[src/rtl/manual_step_gen_if.sv]
// Board-side bundle for the manual step generator: raw switch/button pins in,
// clock-enable, pulse and debug status out.
interface manual_step_gen_if;
    logic       manual_clk_sw;
    logic       pulse_clk_btn;
    logic       clk_en;
    logic       step_pulse;
    logic       btn_level;
    logic       manual_mode;
    logic [7:0] step_count;

    modport master (
        output manual_clk_sw,
        output pulse_clk_btn,
        input  clk_en,
        input  step_pulse,
        input  btn_level,
        input  manual_mode,
        input  step_count
    );

    modport slave (
        input  manual_clk_sw,
        input  pulse_clk_btn,
        output clk_en,
        output step_pulse,
        output btn_level,
        output manual_mode,
        output step_count
    );
endinterface

[src/rtl/manual_step_gen.sv]
// manual_step_gen: synchronises the step button and manual/auto switch,
// debounces the button, and produces a single-cycle CPU clock enable per
// accepted press in manual mode (enable held high in auto mode).
module manual_step_gen #(
    parameter int CLK_PERIOD_NS = 1000,
    parameter int DEBOUNCE_NS   = 10_000_000
) (
    input  logic             clk,
    input  logic             reset,
    manual_step_gen_if.slave io
);

    localparam int DEBOUNCE_CYCLES = DEBOUNCE_NS / CLK_PERIOD_NS;
    localparam int CNT_W = (DEBOUNCE_CYCLES < 1) ? 1 : $clog2(DEBOUNCE_CYCLES + 1);
    localparam logic [CNT_W-1:0] CNT_LAST = CNT_W'(DEBOUNCE_CYCLES - 1);

    // A debounce window shorter than one clock period cannot be honoured
    if (DEBOUNCE_CYCLES < 1) begin : g_bad_debounce
        $error("manual_step_gen: DEBOUNCE_NS must be at least one CLK_PERIOD_NS");
    end

    typedef enum logic [1:0] {
        RELEASED,
        PRESS_PENDING,
        PRESSED,
        RELEASE_PENDING
    } btn_state_e;

    logic             btn_meta_q, btn_meta_d;
    logic             btn_s_q, btn_s_d;
    logic             sw_meta_q, sw_meta_d;
    logic             sw_s_q, sw_s_d;
    btn_state_e       state_q, state_d;
    logic [CNT_W-1:0] cnt_q, cnt_d;
    logic             step_pulse_q, step_pulse_d;
    logic             clk_en_q, clk_en_d;
    logic             btn_level_q, btn_level_d;
    logic [7:0]       step_count_q, step_count_d;

    // Next-state: synchroniser shift, debounce FSM with stability counter, pulse and enable
    always_comb begin
        btn_meta_d   = io.pulse_clk_btn;
        btn_s_d      = btn_meta_q;
        sw_meta_d    = io.manual_clk_sw;
        sw_s_d       = sw_meta_q;
        state_d      = state_q;
        cnt_d        = cnt_q;
        step_pulse_d = 1'b0;
        step_count_d = step_count_q;

        unique case (state_q)
            RELEASED: begin
                if (btn_s_q) begin
                    state_d = PRESS_PENDING;
                    cnt_d   = '0;
                end
            end
            PRESS_PENDING: begin
                if (!btn_s_q) begin
                    state_d = RELEASED;
                    cnt_d   = '0;
                end else if (cnt_q == CNT_LAST) begin
                    state_d      = PRESSED;
                    cnt_d        = '0;
                    step_pulse_d = 1'b1;
                    step_count_d = step_count_q + 8'd1;
                end else begin
                    cnt_d = cnt_q + CNT_W'(1);
                end
            end
            PRESSED: begin
                if (!btn_s_q) begin
                    state_d = RELEASE_PENDING;
                    cnt_d   = '0;
                end
            end
            RELEASE_PENDING: begin
                if (btn_s_q) begin
                    state_d = PRESSED;
                    cnt_d   = '0;
                end else if (cnt_q == CNT_LAST) begin
                    state_d = RELEASED;
                    cnt_d   = '0;
                end else begin
                    cnt_d = cnt_q + CNT_W'(1);
                end
            end
            default: begin
                state_d = RELEASED;
                cnt_d   = '0;
            end
        endcase

        btn_level_d = (state_d == PRESSED) || (state_d == RELEASE_PENDING);
        clk_en_d    = sw_s_q ? step_pulse_d : 1'b1;
    end

    // State and registered outputs; reset clears everything to the idle released state
    always_ff @(posedge clk or posedge reset) begin
        if (reset) begin
            btn_meta_q   <= 1'b0;
            btn_s_q      <= 1'b0;
            sw_meta_q    <= 1'b0;
            sw_s_q       <= 1'b0;
            state_q      <= RELEASED;
            cnt_q        <= '0;
            step_pulse_q <= 1'b0;
            clk_en_q     <= 1'b0;
            btn_level_q  <= 1'b0;
            step_count_q <= 8'd0;
        end else begin
            btn_meta_q   <= btn_meta_d;
            btn_s_q      <= btn_s_d;
            sw_meta_q    <= sw_meta_d;
            sw_s_q       <= sw_s_d;
            state_q      <= state_d;
            cnt_q        <= cnt_d;
            step_pulse_q <= step_pulse_d;
            clk_en_q     <= clk_en_d;
            btn_level_q  <= btn_level_d;
            step_count_q <= step_count_d;
        end
    end

    assign io.clk_en      = clk_en_q;
    assign io.step_pulse  = step_pulse_q;
    assign io.btn_level   = btn_level_q;
    assign io.manual_mode = sw_s_q;
    assign io.step_count  = step_count_q;

endmodule
[src/flat_wrapper.sv]
// flat-port wrapper written by rule: the top's interface ports become plain ports
module manual_step_gen_flat 
#(
    parameter int CLK_PERIOD_NS = 1000,
    parameter int DEBOUNCE_NS   = 10_000_000
)
  (clk, reset, io_manual_clk_sw, io_pulse_clk_btn, io_clk_en, io_step_pulse, io_btn_level, io_manual_mode, io_step_count);
  manual_step_gen_if io_i ();
  input  logic clk;
  input  logic reset;
  input wire logic [$bits(io_i.manual_clk_sw)-1:0] io_manual_clk_sw;
  input wire logic [$bits(io_i.pulse_clk_btn)-1:0] io_pulse_clk_btn;
  output wire logic [$bits(io_i.clk_en)-1:0] io_clk_en;
  output wire logic [$bits(io_i.step_pulse)-1:0] io_step_pulse;
  output wire logic [$bits(io_i.btn_level)-1:0] io_btn_level;
  output wire logic [$bits(io_i.manual_mode)-1:0] io_manual_mode;
  output wire logic [$bits(io_i.step_count)-1:0] io_step_count;
  assign io_i.manual_clk_sw = io_manual_clk_sw;
  assign io_i.pulse_clk_btn = io_pulse_clk_btn;
  assign io_clk_en = io_i.clk_en;
  assign io_step_pulse = io_i.step_pulse;
  assign io_btn_level = io_i.btn_level;
  assign io_manual_mode = io_i.manual_mode;
  assign io_step_count = io_i.step_count;
  manual_step_gen #(.CLK_PERIOD_NS(CLK_PERIOD_NS), .DEBOUNCE_NS(DEBOUNCE_NS)) u_core (.clk(clk), .reset(reset), .io(io_i));
endmodule
[config.mk]
export PLATFORM = sky130hd
export DESIGN_NAME = manual_step_gen_flat
export DESIGN_NICKNAME = d
export VERILOG_FILES = /design/src/rtl/manual_step_gen_if.sv /design/src/rtl/manual_step_gen.sv /design/src/flat_wrapper.sv
export SDC_FILE = /design/constraint.sdc
export NUM_CORES = 1
export LEC_CHECK = 0
export CORE_ASPECT_RATIO = 0.75
export CORE_MARGIN = 2
export CORE_UTILIZATION = 49
export CTS_CLUSTER_SIZE = 20
export DETAILED_ROUTE_END_ITERATION = 8
export GPL_ROUTABILITY_DRIVEN = 0
export GPL_TIMING_DRIVEN = 1
export HOLD_SLACK_MARGIN = 0.12
export PLACE_DENSITY_LB_ADDON = 0.1
export REMOVE_ABC_BUFFERS = 1
export SLEW_MARGIN = 30
export SYNTH_ARGS = -nofsm -noshare
export SYNTH_HDL_FRONTEND = slang
export SYNTH_SLANG_ARGS = --single-unit
[constraint.sdc]
create_clock -name clk -period 1.7 [get_ports clk]
set_input_delay 0.255 -clock clk [delete_from_list [all_inputs] [get_ports clk]]
set_output_delay 0.255 -clock clk [all_outputs]
set_load 0.01 [all_outputs]
Word level (Yosys, flattened, before mapping)
Index checks and enable logic that the tools add are counted.

$add $sub $neg: 2. Equality and inequality tests: 8. Mux-type cells: 17. Reductions and logical operators: 4.

Operators with widths (number): 14-bit two-way mux (5); 14-bit one-hot mux with 4 select lines (1); 14-bit by 1-bit adder with 14-bit output, second input constant (1); 14-bit equality test, second input constant (1); 2-bit two-way mux (6); 8-bit by 1-bit adder with 8-bit output, second input constant (1); 2-bit equality test, second input constant (4); 2-bit one-hot mux with 4 select lines (1); 1-bit two-way mux (4); 3-bit AND reduction (1); 2-bit by 1-bit equality test with 1-bit output, second input constant (1); 2-bit zero test (1); 2-bit by 1-bit != test with 1-bit output, second input constant (1); 2-bit != test, second input constant (1); 2-bit AND reduction (1); 1-bit logical OR (1).

Register bits: 31. Input port bits: 4. Word-level logic and storage cells: 41.

Longest topological paths before layout
Gate-level depths: netlist of run 1.

Depth after elaboration: 6. Gate-level depth with buffers: 7.

Worst setup path before layout of run 1
No wires, ideal clock.

Path type: register to register. Start: register u_core.cnt_q[0]. End: register u_core.cnt_q[10]. Library setup time: 0.120 ns. Data arrival time: 1.675 ns. Required time: 1.580 ns. Slack: -0.095 ns. Cell stages (with the launch flop): 7. Buffers on the path: 0. Clock period less this slack: 1.795 ns. Cell sequence: dfrtp_1 ha_1 and3_1 and3_2 and3_1 a32o_1 a31o_2.

Word-level cells in the longest chain between the ends: 4. Elaborated cells on any way between the ends: 6.

Ends and longest elaborated chain: start: declaration (RTL line manual_step_gen.sv:34) `logic [CNT_W-1:0] cnt_q, cnt_d;`; start signal: assignment (RTL line manual_step_gen.sv:117) `cnt_q <= cnt_d;`; 14-bit by 1-bit adder with 14-bit output or 14-bit equality test (tied branches); 14-bit two-way mux * (RTL line manual_step_gen.sv:62, manual_step_gen.sv:81); 14-bit two-way mux, on equally long branches (RTL line manual_step_gen.sv:78, manual_step_gen.sv:59); 14-bit one-hot mux with 4 select lines * (RTL line manual_step_gen.sv:51) `unique case (state_q)`.

Every way passes the cells marked *; elsewhere a longest branch is shown, timed or not. A chain may end at the register's enable or synchronous reset.

Worst setup path in the final report of run 1
Start: register u_core.cnt_q[12]. End: register u_core.step_count_q[7] (netlist: u_core.io.step_count[7]).

Word-level cells in the longest chain between the ends: 2.

Ends and longest elaborated chain: 14-bit equality test (RTL line manual_step_gen.sv:62) `end else if (cnt_q == CNT_LAST) begin`; 3-bit AND reduction (no line); end signal: assignment (RTL line manual_step_gen.sv:121) `step_count_q <= step_count_d;`; end: declaration (RTL line manual_step_gen.sv:38) `logic [7:0] step_count_q, step_count_d;`.

No other way between the ends.

==> results of run 1 <==
==> power by group through the flow <==
stage	registers [mW]	clock network [mW]	logic, mW
after detailed placement	0.780	0	0.108
final	0.767	0.742	0.125
after global placement	0.779	0	0.105
after floorplan	0.783	0	0.0464
after global routing	0.770	0.793	0.136
after CTS	0.766	0.757	0.119
==> sequential cells by signal, summed over array words and instances, names as in the netlist <==
register and cells:
u_core.btn_meta_q 1, u_core.btn_s_q 1, u_core.state_q 2, u_core.io.clk_en 1, u_core.io.step_pulse 1, u_core.io.step_count 8
u_core.io.btn_level 1, u_core.io.manual_mode 1, u_core.cnt_q 14, u_core.sw_meta_q 1
==> synth_stat cells <==
| master | instances |
|---|---|
| nor3_1 | 1 |
| and4_1 | 4 |
| and4_4 | 1 |
| or2_2 | 1 |
| a32o_1 | 1 |
| nor2_1 | 7 |
| buf_2 | 3 |
| and4_2 | 1 |
| inv_1 | 1 |
| buf_1 | 1 |
| and4b_1 | 1 |
| nand2_1 | 13 |
| xor2_2 | 1 |
| nand3_1 | 4 |
| and2_1 | 1 |
| a32oi_1 | 1 |
| and3_1 | 3 |
| a31o_2 | 1 |
| or3_2 | 2 |
| a22o_1 | 3 |
| nand4_1 | 4 |
| xor2_1 | 3 |
| mux2i_1 | 1 |
| a21o_1 | 2 |
| nand2b_1 | 2 |
| xnor2_1 | 5 |
| dfrtp_1 | 31 |
| nor4b_2 | 1 |
| mux2_2 | 4 |
| and3_2 | 4 |
| a21oi_1 | 5 |
| o21ai_0 | 1 |
| a22o_2 | 1 |
| buf_6 | 1 |
| o211ai_1 | 1 |
| ha_1 | 2 |
| a31oi_1 | 8 |
==> metal layers <==
| layer | vias to the layer above | routed length, µm |
|---|---|---|
| met2 | 32 | 1640 |
| met1 | 596 | 1540 |
| met3 | 5 | 154 |
| met4 | 0 | 40 |
| li1 | 565 | - |
| met5 | - | 0 |
==> cells by family (layout without fill, tap and decap cells) <==
kind of cell             after synthesis  after routing
AO/OA/AOI/OAI                         24             24
XOR/XNOR                               9              9
adder cells (fa/ha/maj)                2              2
buffers and inverters                  6             53
flip-flops                            31             31
multiplexers                           5              5
AND/OR/NAND/NOR                       50             50
==> repair_timing <==
item / in CTS / in global routing
setup endpoints to repair: 19 / 19
gates cloned: 1 / 0
pin swaps: 11 / 12
setup buffers: 2 / 2
gates resized for setup: 14 / 11
==> worst paths after layout <==
kind / start / endpoint / slack [ps] / cells after the start
max in group asynchronous: reset / u_core.cnt_q[10] / 1050 / 3
hold reg to reg: u_core.btn_meta_q / u_core.btn_s_q / 360 / 0
min in group asynchronous: reset / u_core.io.step_count[6] / 370 / 3
setup / recovery: u_core.cnt_q[12] / u_core.io.step_count[7] / -100 / 5
setup reg to reg: u_core.cnt_q[12] / u_core.io.step_count[7] / -100 / 5
hold / removal: u_core.btn_meta_q / u_core.btn_s_q / 360 / 0
==> layout make-up <==
type | count | area (µm²)
sequential | 31 | 776
multi-input combinational | 90 | 734
fill | 188 | 653
timing repair buffer | 44 | 373
clock buffer | 6 | 82.6
tap | 36 | 45.0
clock inverter | 2 | 35.0
inverter | 1 | 3.75
==> through the flow <==
stage	TNS [ps]	total power, mW	setup WS [ps]
global placement	-408	0.884	-78.1
detailed placement	-1200	0.888	-160
CTS	-428	1.64	-106
global route	-1170	1.70	-140
floorplan	-5990	0.830	-482
finish	-560	1.63	-95.7
==> summary.md, run 1 <==
| Metric | Value |
|---|---|
| Status | complete, but fails checks |
| Failing checks | setup timing |
| Detail Placement HPWL | 2150 µm |
| First-pass GRT wire length | 5380 µm |
| Leak Pwr | 0.998 nW |
| CTS sink count | 31 |
| Switching Power | 0.344 mW |
| Sw frac | 21.0% |
| GRT Max-Usage Layer | met2 |
| Hold Fails Final Rpt | 0 |
| DRT iter0 DRCs | 81 |
| Seq/Total Area, Yosys | 54.0% |
| Die ar. | 3390 µm² |
| Final setup violation count | 11 |
| RSZ-0062 raised after global routing | true |
| Multiplexer share of the synthesized area | 3.83% |
| Startpoint types | register |
| Commonest non-fill, non-tap cells in the layout | dfrtp_1, buf_4, clkdlybuf4s50_1 |
| CTS tree | done |
| Grt met1 use | 28.7% |
| Critical path data arrival time | 2010 ps |
| Die H | 50.9 µm |
| Yosys cell types | 37 |
| GR Util met3 | 5.95% |
| Worst EP required | 1910 ps |
| Tot GR Track Use | 21.9% |
| Via density | 5.70 |
| Fin. max-slew vios | 0 |
| Via count | 1198 |
| Fin crit share | 106% |
| Nets | 179 |
| Top cell type's share of synthesized area | 54.0% |
| # port buffers | 15 |
| Max rail drop VDD | 0.000557 V |
| Fmax | 557 MHz |
| Clock power share | 45.4% |
| Synth Area in Compound Gates | 11.6% |
| Critical path capture point type | register |
| Design Area, Final | 2050 µm² |
| Clock Skews | 5.01 ps |
| Slew @ Worst Pin | 394 ps |
| Initial core utilization | 53.2% |
| Worst-skew pair later-pin latency | 280 ps |
| Adder-cell share of the synthesized area | 1.74% |
| Clock Pin Slew Worst Setup and Hold Paths | 70 ps |
| Pwr dens | 797 nW/µm² |
| Die X | 66.5 µm |
| Number of synthesized register bits | 31 |
| Initial antenna violation count | 0 |
| Yosys top cell by area | dfrtp_1 |
| Top Family by Delay on Critical Path | simple AND/OR/NAND/NOR gates |
| Comb pwr share | 7.7% |
| Max-Cap Viols | 0 |
| Drt total wl | 3380 µm |
| Worst Hold Class | register to register |
| WS Path Type | register to register |
| Slew HR | 73.7% |
| Row count | 16 |
| CTS Root Cell | clkbuf_8 |
| TritonCTS buffer count | 5 |
| Largest net degree at the start of global routing | 32 |
| Gate Count Post-Synth | 127 |
| Core footprint | 2700 µm² |
| Number of nets with antenna violations after routing | 0 |
| Number of global-route vias before repair | 1162 |
| Placed instance area | 1780 µm² |
| First-pass DRT Iterations | 4 |
| H-tree depth | 2 |
| Internal power | 1.29 mW |
| GR Util met2 | 35.3% |
| Antenna cell count | 0 |
| Largest family of logic cells by synthesized area | simple AND/OR/NAND/NOR gates |
| CP Buf/Inv Count | 0 |
| # IOs | 16 |
| WL/cell | 16.1 µm |
| Post-Synth Simple-Gate Area | 20.5% |
| Dpl cells | 197 |
| Residual DRC count | 0 |
| Final Util | 75.8% |
| Xor/xnor cell area share of the yosys netlist | 6.01% |
| Synthesized area | 1440 µm² |
| Area Overhead vs Synth | 42.6% |
| Crit path top cell by count | and4_4 |
| Max incr delay on CP | 410 ps |
| Avg Synthesized Cell Area | 11.3 µm² |
| Syn. warnings | 0 |
| Crit-path max FO | 8 |
| Layout cells sized above 1 | 39.7% |
| Reg power frac | 47.0% |
| Setup WS post-layout | -95.7 ps |
| Finished Layout Cells | 210 |
| Worst path cell trace | nor4b_4 -> and4_4 -> and4b_4 -> and4_4 -> xor2_2 |
| Grt total ovfl | 0 |
| Area contributors post-synth | dfrtp_1, a31oi_1, nand2_1 |
| Most common cell after layout, fill and taps aside | dfrtp_1 |
| Hold buffer count at CTS | 0 |
| CP max stage cell | dfrtp_1 |
| Hold_ws | 355 ps |
| Clock Path Buffers | 2 |
| Tmin final | 1800 ps |
(Power assumes the default switching activity.)
==> run 2: changes to the inputs <==
--- a/config.mk
+++ b/config.mk
@@ -7,7 +7,8 @@
 export LEC_CHECK = 0
 export CORE_ASPECT_RATIO = 0.75
 export CORE_MARGIN = 2
-export CORE_UTILIZATION = 49
+export CORE_UTILIZATION = 52
+export CTS_BUF_LIST = sky130_fd_sc_hd__clkbuf_4 sky130_fd_sc_hd__clkbuf_8
 export CTS_CLUSTER_SIZE = 20
 export DETAILED_ROUTE_END_ITERATION = 8
 export GPL_ROUTABILITY_DRIVEN = 0
==> summary.md, run 2 (synthesized netlist as in run 1, its figures left out) <==
| Metric | Value |
|---|---|
| Max rail drop VDD | 0.000592 V (+6.2%) |
| Critical path data arrival time | 2010 ps (about the same) |
| CTS sink count | 31 (unchanged) |
| Reg-to-Reg End | u_core.io.step_count[7] |
| Final Util | 79.2% (+3.3 points) |
| Design Area, Final | 2080 µm² (+1.3%) |
| Clock Skews | 6.13 ps (+1.12 ps) |
| Antenna cell count | 0 (unchanged) |
| Worst Hold Class | input port to async pin |
| Max FFs per register | 14 (unchanged) |
| Tmin final | 1800 ps (+4.58 ps) |
| Final setup violation count | 11 (unchanged) |
| Nets | 186 (+3.9%) |
| Critical path launch point | u_core.cnt_q[12] |
| Grt total ovfl | 0 (unchanged) |
| Setup TNS | -508 ps (+51.4 ps) |
| Tot GR Track Use | 21.7% (-0.13 points) |
| Slew HR | 72.1% (-1.6 points) |
| H-tree depth | 2 (unchanged) |
| GR Util met3 | 6.39% (+0.45 points) |
| Layout cells sized above 1 | 39.2% (-0.43 points) |
| DRT iter0 DRCs | 53 (-35%) |
| Largest reg by FF count | u_core.cnt_q |
| GRT Max-Usage Layer | met2 |
| Critical path endpoint | u_core.io.step_count[7] |
| R2r setup slk | -100 ps (about the same) |
| Max-Cap Viols | 0 (unchanged) |
| CTS tree | done |
| # IOs | 16 (unchanged) |
| WS Path Type | register to register |
| RSZ-0062 raised after global routing | true |
| Residual DRC count | 0 (unchanged) |
| Worst R2R Start | u_core.cnt_q[12] |
| Placed instance area | 1760 µm² (-1.3%) |
| Most common cell after layout, fill and taps aside | buf_4 |
| Reg2Reg Depth | 5 (unchanged) |
| Hold Fails Final Rpt | 0 (unchanged) |
| Clock Path Buffers | 2 (unchanged) |
| Row count | 16 (unchanged) |
| Number of nets with antenna violations after routing | 0 (unchanged) |
| Leak Pwr | 0.997 nW (-0.19%) |
| Area Overhead vs Synth | 44.4% |
| Finished Layout Cells | 217 (+3.3%) |
| Crit-path max FO | 8 (unchanged) |
| Initial core utilization | 54.8% (+1.6 points) |
| Detail Placement HPWL | 2060 µm (-4.2%) |
| Setup WS post-layout | -100 ps (-4.58 ps) |
| Clock Pin Slew Worst Setup and Hold Paths | 70 ps (about the same) |
| Power Total | 1.55 mW (-4.9%) |
| WL/cell | 15.7 µm (-2.4%) |
| # port buffers | 15 (unchanged) |
| GR Util met2 | 33.7% (-1.7 points) |
| Dpl cells | 194 (-1.5%) |
| Via density | 5.61 (-1.7%) |
| Number of global-route vias before repair | 1131 (-2.7%) |
| Largest net degree at the start of global routing | 15 (-53%) |
| Core footprint | 2620 µm² (-3.0%) |
| CTS Root Cell | clkbuf_8 |
| Drt total wl | 3410 µm (+0.86%) |
| Die X | 64.7 µm (-2.8%) |
| Fmax | 555 MHz (-0.25%) |
| Fin. max-slew vios | 0 (unchanged) |
| Commonest non-fill, non-tap cells in the layout | buf_4, dfrtp_1, clkdlybuf4s50_1 |
| First-pass DRT Iterations | 4 (unchanged) |
| Critical path capture point type | register |
| Initial antenna violation count | 0 (unchanged) |
| Worst EP required | 1910 ps (about the same) |
| Die H | 49.5 µm (-2.7%) |
| Grt met1 use | 28.9% (+0.22 points) |
| Pwr dens | 748 nW/µm² (-6.1%) |
| Worst-skew pair later-pin latency | 280 ps (about the same) |
| TritonCTS buffer count | 5 (unchanged) |
| Failing checks | setup timing |
| Startpoint types | register |
| Status | complete, but fails checks |
| Fin crit share | 106% (+0.27 points) |
| First-pass GRT wire length | 5220 µm (-3.0%) |
| Die ar. | 3210 µm² (-5.4%) |
| Via count | 1217 (+1.6%) |
| Slew @ Worst Pin | 418 ps (+23.7 ps) |
## run 2: cell types whose count changed in the layout (fill, tap and decap cells not counted), moves of 2 or more
cell and delta:
or3_4 +2, a21oi_2 -3, or3_2 -2, a21oi_1 +3, buf_4 +6
## run 2: routing by layer
metal / vias up / routed length (µm) / share of wire (%)
met3: 8 / 138 / 4.0
li1: 574 / - / -
met2: 34 / 1670 / 49
met4: 0 / 76 / 2.2
met1: 601 / 1530 / 45
met5: - / 0 / 0
## run 2: cell type report
| cell class | instances | area, µm² |
|---|---|---|
| well taps | 36 | 45.0 |
| flip-flops and latches | 31 | 776 |
| fillers | 160 | 547 |
| multi-input cells | 90 | 718 |
| inverters | 1 | 3.75 |
| clock buffers | 8 | 104 |
| repair buffers | 51 | 429 |
## run 2: worst min-delay path by stage
| stage | from | to | slack (ps) | depth (start not counted) |
|---|---|---|---|---|
| 6_report | reset | u_core.cnt_q[12] | 260 | 2 |
| 5_1_grt | reset | u_core.io.step_count[1] | 280 | 2 |
| 4_1_cts | reset | u_core.io.step_count[1] | 260 | 2 |
| 3_3_place_gp | u_core.btn_meta_q | u_core.btn_s_q | 330 | 0 |
| 2_1_floorplan | io_pulse_clk_btn | u_core.btn_meta_q | 290 | 0 |
| 3_5_place_dp | u_core.sw_meta_q | u_core.io.manual_mode | 340 | 0 |
## run 2: per-stage QoR
step,hold slack (ps),setup slack [ps]
final,259,-100
after global routing,283,-150
after CTS,264,-65.4
after detailed placement,338,-169
after global placement,334,-100
after floorplan,286,-482
## run 2: what timing repair did
item / CTS / global route
pin swaps: 9 / 17
hold buffers: 0 / 0
setup buffers: 2 / 12
hold endpoints to repair: 0 / 0
gates cloned: 0 / 1
setup endpoints to repair: 19 / 21
resized for setup: 7 / 16
## run 2: worst max-delay path: stages (launching register included)
cell     delay (ps)
dfrtp_1         410
nor4b_4         350
and4_1          260
and4b_2         340
and4_4          260
xor2_2          110
## run 2: where the power goes
part | internal [mW] | leakage [nW] | switching [mW] | total [mW]
sequential | 0.756 | 0.417 | 0.0128 | 0.769
combinational | 0.0666 | 0.524 | 0.0645 | 0.131
clock | 0.385 | 0.0549 | 0.268 | 0.653
